==> src/rtl/mem_writeback_if.sv <==
// mem_writeback_if: data-memory request/acknowledge bus between the writeback stage and memory
interface mem_writeback_if;
    logic        MemReq;
    logic        MemWe;
    logic [31:0] MemAddr;
    logic [31:0] MemWData;
    logic        MemAck;
    logic [31:0] MemRData;

    modport master (
        output MemReq, MemWe, MemAddr, MemWData,
        input  MemAck, MemRData
    );

    modport slave (
        input  MemReq, MemWe, MemAddr, MemWData,
        output MemAck, MemRData
    );
endinterface

==> src/rtl/mem_writeback.sv <==
// mem_writeback: M and W pipeline stages with a stalling data-memory handshake and timeout abort
module mem_writeback #(
    parameter int TIMEOUT = 255
) (
    input  logic                   clk,
    input  logic                   reset,
    input  logic                   ValidE,
    input  logic                   RegWriteE,
    input  logic                   MemToRegE,
    input  logic                   MemWriteE,
    input  logic [3:0]             WA3E,
    input  logic [31:0]            ALUResultE,
    input  logic [31:0]            WriteDataE,
    mem_writeback_if.master        mem,
    output logic                   StallM,
    output logic                   RegWriteW,
    output logic [3:0]             WA3W,
    output logic [31:0]            ResultW,
    output logic                   PCSrcW,
    output logic                   MemError,
    output logic [31:0]            RetiredCount
);
    localparam int CW = (TIMEOUT < 1) ? 1 : $clog2(TIMEOUT + 1);

    typedef enum logic {S_IDLE, S_WAIT} state_t;

    state_t      state_q, state_d;
    logic [CW-1:0] cnt_q, cnt_d;
    logic        m_valid_q, m_valid_d;
    logic        m_regwrite_q, m_regwrite_d;
    logic        m_memtoreg_q, m_memtoreg_d;
    logic        m_memwrite_q, m_memwrite_d;
    logic [3:0]  m_wa3_q, m_wa3_d;
    logic [31:0] m_alu_q, m_alu_d;
    logic [31:0] m_wdata_q, m_wdata_d;
    logic        w_valid_q, w_valid_d;
    logic        w_regwrite_q, w_regwrite_d;
    logic [3:0]  w_wa3_q, w_wa3_d;
    logic [31:0] w_result_q, w_result_d;
    logic        err_q, err_d;
    logic [31:0] retired_q, retired_d;
    logic        mem_op, ack, timeout, stall;

    assign mem_op  = m_valid_q & (m_memtoreg_q | m_memwrite_q);
    assign ack     = mem_op & mem.MemAck;
    assign timeout = (state_q == S_WAIT) && (cnt_q == CW'(TIMEOUT));
    assign stall   = mem_op & ~ack & ~timeout;

    assign mem.MemReq   = mem_op;
    assign mem.MemWe    = m_memwrite_q;
    assign mem.MemAddr  = m_alu_q;
    assign mem.MemWData = m_wdata_q;

    assign StallM       = stall;
    assign RegWriteW    = w_valid_q & w_regwrite_q;
    assign WA3W         = w_wa3_q;
    assign ResultW      = w_result_q;
    assign PCSrcW       = RegWriteW & (w_wa3_q == 4'd15);
    assign MemError     = err_q;
    assign RetiredCount = retired_q;

    // Next-state: handshake FSM, M hold/capture, W load or bubble, sticky error and retire count
    always_comb begin
        state_d      = state_q;
        cnt_d        = cnt_q;
        if (state_q == S_IDLE) begin
            if (mem_op && !ack) begin
                state_d = S_WAIT;
                cnt_d   = '0;
            end
        end else if (ack || timeout) begin
            state_d = S_IDLE;
        end else begin
            cnt_d = cnt_q + 1'b1;
        end
        m_valid_d    = stall ? m_valid_q    : ValidE;
        m_regwrite_d = stall ? m_regwrite_q : RegWriteE;
        m_memtoreg_d = stall ? m_memtoreg_q : MemToRegE;
        m_memwrite_d = stall ? m_memwrite_q : MemWriteE;
        m_wa3_d      = stall ? m_wa3_q      : WA3E;
        m_alu_d      = stall ? m_alu_q      : ALUResultE;
        m_wdata_d    = stall ? m_wdata_q    : WriteDataE;
        w_valid_d    = m_valid_q & ~stall & ~timeout;
        w_regwrite_d = stall ? w_regwrite_q : (m_regwrite_q & ~m_memwrite_q);
        w_wa3_d      = stall ? w_wa3_q      : m_wa3_q;
        w_result_d   = stall ? w_result_q   : (m_memtoreg_q ? mem.MemRData : m_alu_q);
        err_d        = err_q | timeout;
        retired_d    = retired_q + 32'(w_valid_d);
    end

    // State registers, cleared asynchronously by the active-low reset
    always_ff @(posedge clk or negedge reset) begin
        if (!reset) begin
            state_q      <= S_IDLE;
            cnt_q        <= '0;
            m_valid_q    <= 1'b0;
            m_regwrite_q <= 1'b0;
            m_memtoreg_q <= 1'b0;
            m_memwrite_q <= 1'b0;
            m_wa3_q      <= '0;
            m_alu_q      <= '0;
            m_wdata_q    <= '0;
            w_valid_q    <= 1'b0;
            w_regwrite_q <= 1'b0;
            w_wa3_q      <= '0;
            w_result_q   <= '0;
            err_q        <= 1'b0;
            retired_q    <= '0;
        end else begin
            state_q      <= state_d;
            cnt_q        <= cnt_d;
            m_valid_q    <= m_valid_d;
            m_regwrite_q <= m_regwrite_d;
            m_memtoreg_q <= m_memtoreg_d;
            m_memwrite_q <= m_memwrite_d;
            m_wa3_q      <= m_wa3_d;
            m_alu_q      <= m_alu_d;
            m_wdata_q    <= m_wdata_d;
            w_valid_q    <= w_valid_d;
            w_regwrite_q <= w_regwrite_d;
            w_wa3_q      <= w_wa3_d;
            w_result_q   <= w_result_d;
            err_q        <= err_d;
            retired_q    <= retired_d;
        end
    end
endmodule

==> src/flat_wrapper.sv <==
// flat-port wrapper written by rule: the top's interface ports become plain ports
module mem_writeback_flat 
#(
    parameter int TIMEOUT = 255
)
  (clk, reset, ValidE, RegWriteE, MemToRegE, MemWriteE, WA3E, ALUResultE, WriteDataE, StallM, RegWriteW, WA3W, ResultW, PCSrcW, MemError, RetiredCount, mem_MemReq, mem_MemWe, mem_MemAddr, mem_MemWData, mem_MemAck, mem_MemRData);
  mem_writeback_if mem_i ();
  input  logic clk;
  input  logic reset;
  input  logic ValidE;
  input  logic RegWriteE;
  input  logic MemToRegE;
  input  logic MemWriteE;
  input  logic [3:0] WA3E;
  input  logic [31:0] ALUResultE;
  input  logic [31:0] WriteDataE;
  output logic StallM;
  output logic RegWriteW;
  output logic [3:0] WA3W;
  output logic [31:0] ResultW;
  output logic PCSrcW;
  output logic MemError;
  output logic [31:0] RetiredCount;
  output wire logic [$bits(mem_i.MemReq)-1:0] mem_MemReq;
  output wire logic [$bits(mem_i.MemWe)-1:0] mem_MemWe;
  output wire logic [$bits(mem_i.MemAddr)-1:0] mem_MemAddr;
  output wire logic [$bits(mem_i.MemWData)-1:0] mem_MemWData;
  input wire logic [$bits(mem_i.MemAck)-1:0] mem_MemAck;
  input wire logic [$bits(mem_i.MemRData)-1:0] mem_MemRData;
  assign mem_MemReq = mem_i.MemReq;
  assign mem_MemWe = mem_i.MemWe;
  assign mem_MemAddr = mem_i.MemAddr;
  assign mem_MemWData = mem_i.MemWData;
  assign mem_i.MemAck = mem_MemAck;
  assign mem_i.MemRData = mem_MemRData;
  mem_writeback #(.TIMEOUT(TIMEOUT)) u_core (.clk(clk), .reset(reset), .ValidE(ValidE), .RegWriteE(RegWriteE), .MemToRegE(MemToRegE), .MemWriteE(MemWriteE), .WA3E(WA3E), .ALUResultE(ALUResultE), .WriteDataE(WriteDataE), .mem(mem_i), .StallM(StallM), .RegWriteW(RegWriteW), .WA3W(WA3W), .ResultW(ResultW), .PCSrcW(PCSrcW), .MemError(MemError), .RetiredCount(RetiredCount));
endmodule
==> config.mk <==
export PLATFORM = sky130hd
export DESIGN_NAME = mem_writeback_flat
export DESIGN_NICKNAME = d
export VERILOG_FILES = /design/src/rtl/mem_writeback_if.sv /design/src/rtl/mem_writeback.sv /design/src/flat_wrapper.sv
export SDC_FILE = /design/constraint.sdc
export NUM_CORES = 1
export LEC_CHECK = 0
export CORE_MARGIN = 2
export CORE_UTILIZATION = 63
export CTS_BUF_LIST = sky130_fd_sc_hd__clkbuf_16
export CTS_CLUSTER_DIAMETER = 60
export CTS_CLUSTER_SIZE = 40
export DETAILED_ROUTE_END_ITERATION = 8
export DONT_BUFFER_PORTS = 1
export PLACE_DENSITY = 0.79
export SYNTH_ARGS = -nofsm -noshare
export SYNTH_HDL_FRONTEND = slang
export SYNTH_SLANG_ARGS = --single-unit
==> constraint.sdc <==
create_clock -name clk -period 2.8 [get_ports clk]
set_clock_uncertainty 0.15 [all_clocks]
set_input_delay 0.56 -clock clk [delete_from_list [all_inputs] [get_ports clk]]
set_output_delay 0.56 -clock clk [all_outputs]
set_load 0.01 [all_outputs]
==> out/results.txt <==
Synth area leader: dfrtp_1
Initial DRC count: 291
Port-buffer cells: 0
Drt first pass iters: 4
RSZ-0062 raised after global routing: false
Sequential-to-total area share from yosys stat: 0.585
Gr usage total: 0.251
Synthesized flop and latch total: 152
Residual DRC: 0
Synth unique cells: 42
Tmin final: 2630 ps
Clk sinks: 152
CTS tree: yes
Detailed placer's ending HPWL: 9310 um
Syn nets: 612
Peak Freq: 0.380 GHz
Power Dens Cells: 770 nW/um2
Row count: 37
Ys flop type: dfrtp_1
Root Buffer: clkbuf_16
Clk network pwr share: 0.376
Total power: 0.00551 W
DR vias: 3961
Grt ovf: 0
Post-synth EDFFs: 0
Final Cycle Share: 0.941
Final ANT Viol Nets: 0
Final #Nets: 613
Pin count of the biggest net entering global routing: 153
H-Tree Depth: 4
First-pass GRT wire length: 21900 um
Chip height: 106 um
Clock Tree Buf Depth: 2
Final Max Tran Viols: 0
Vias per Instance: 6.08
CP Launch Point: u_core.cnt_q[0]
Top-area cell type share of the netlist area: 0.585
Post-route setup TNS: 0 ps
Slew margin rel.: 0.595
Starting Density: 0.639
Worst Path Max Fanout: 10
Arr. time, crit path: 2780 ps
Worst skew pair latency: 410 ps
Startpoint types: register
Outcome: finished with violations
Layout cell share with drive strength beyond 1: 0.234
Die area: 11200 um2
Setup WS post-layout: 166 ps
# diodes: 0
Final Hold Viols: 152
CTS Buf Count: 17
DRT Wirelength: 13500 um
Wire length per cell: 20.8 um
Launch point of the worst reg-to-reg path: u_core.cnt_q[0]
Pint: 0.00398 W
Sequential Power Share: 0.524
Pre-CTS setup slack: 14.0 ps
Post-synth ARST share: 1.00
Avg Inst Size Synth: 13.0 um2
Clk slew on worst S/H paths: 60 ps
Die Wd: 106 um
Critical setup path kind: reg2reg
Area delta synth->final: 10.1%
CORE AREA: 10200 um2
Setup crit end kind: register
Initial antenna violation count: 0
Max IR drop VDD: 0.410 mV
Worst Tran Pin Value: 608 ps
Synthesized area: 6500 um2
Sw Ratio: 0.277
Min Hold Slack: -308 ps
MaxCap Viol Count: 0
Synthesized netlist cell count: 502
Synth Warn #: 0
Comb pwr share: 0.100
Endpoints failing setup: 0
Num ports: 245
Synth area leaders: dfrtp_1 58%, mux2_2 9.2%, mux2_4 5.1%
Routability cong.: 0.856
Failing checks: negative hold slack
CP required: 2940 ps
Leakage power: 3.16 nW
Placed insts: 620
Hold WC Path Type: in2async
Vias in the first global route: 4078
Post-Layout Cell Count: 652
Most frequent cell after synthesis: dfrtp_1
Sw power: 0.00153 W
Synth top cells by count: 152 x dfrtp_1, 53 x mux2_2, 46 x nand2_1
-- cell families (layout without fill, tap and decap cells) --
| kind of cell | Yosys count | after routing | synth area share |
|---|---|---|---|
| and+or+nand+nor | 123 | 123 | 0.0993 |
| adders and majority gates | 3 | 3 | 0.00577 |
| DFF | 152 | 152 | 0.585 |
| AOI/OAI and AO/OA | 55 | 55 | 0.0500 |
| buffers and inverters | 32 | 46 | 0.0279 |
| xor gates and xnor gates | 30 | 30 | 0.0404 |
| muxes | 107 | 107 | 0.192 |
-- worst max-delay path, stage by stage, from the launching register on --
cell and delay (ps):
dfrtp_1 410, ha_1 270, nand4_2 150, nor2_1 80, nor2_1 170, ha_1 220
ha_1 210, and4_1 280, and3_4 270, nand4_1 140, xnor2_1 150
-- layer usage --
metal / part of all wire / GRT usage / vias to the layer above
met5: 0 / 0 / -
met4: 0.014 / 0.0846 / 0
met3: 0.097 / 0.100 / 16
met2: 0.52 / 0.414 / 203
met1: 0.37 / 0.302 / 1965
li1: - / - / 1777
-- sequential cells by signal, summed over array words and instances (netlist names), 4 cells and up --
register / count
u_core.mem.MemAddr: 32
u_core.mem.MemWData: 32
u_core.m_wa3_q: 4
u_core.WA3W: 4
u_core.RetiredCount: 32
u_core.ResultW: 32
u_core.cnt_q: 8
-- through the flow --
step	cell area, um2	hold WS (ps)	utilization
2_1_floorplan	6500	114	-
3_3_place_gp	6610	118	0.649
3_5_place_dp	6610	118	0.649
4_1_cts	7150	-323	0.702
5_1_grt	7160	-327	0.703
6_report	7160	-308	0.703
-- power groups by stage --
stage | registers, W | clock network [W] | logic [W]
floorplan | 0.00282 | 0 | 0.000480
global placement | 0.00291 | 0 | 0.000522
detailed placement | 0.00293 | 0 | 0.000553
CTS | 0.00290 | 0.00211 | 0.000556
global route | 0.00293 | 0.00220 | 0.000616
finish | 0.00289 | 0.00207 | 0.000552
-- final cells by class --
| cell class | instances | area (um2) |
|---|---|---|
| flip-flops and latches | 152 | 3800 |
| fillers | 690 | 3030 |
| multi-input cells | 318 | 2530 |
| clock buffers | 17 | 425 |
| well taps | 136 | 170 |
| clock inverters | 15 | 114 |
| repair buffers | 6 | 82.6 |
| inverters | 8 | 30.0 |
-- layout by cell type, fill, tap and decap left out, drive strengths merged --
cell      instances
a21oi             2
a221oi            1
and2              4
and3              5
and4              5
buf               6
bufinv            1
clkbuf           17
clkinv            8
clkinvlp          5
dfrtp           152
ha                3
inv               9
mux2             75
mux2i            32
nand2            46
nand2b            1
nand3            15
nand3b            1
nand4            15
nor2             11
nor3              4
nor4              6
nor4b             1
o211a             1
o211ai            5
o21a              1
o21ai            42
o2bb2ai           1
o31a              1
o31ai             1
or2               2
or3               3
or4               4
xnor2            18
xor2             12
-- path summary, 6_finish.rpt --
path,endpoint,slack (ps),depth (start not counted)
max reg2reg,u_core.RetiredCount[22],170,10
min in group clk,u_core.m_valid_q,110,1
min,u_core.mem.MemWData[18],-310,0
max,u_core.RetiredCount[22],170,10
min reg2reg,u_core.WA3W[2],360,1
max in group asynchronous,u_core.RetiredCount[15],2540,0
-- repair_timing --
item,4_1_cts,5_1_grt
gates resized for setup,0,2
setup endpoints to repair,0,9
buffers inserted,0,0
hold endpoints to repair,152,152
Note: power is estimated with default switching activity, not from simulation.
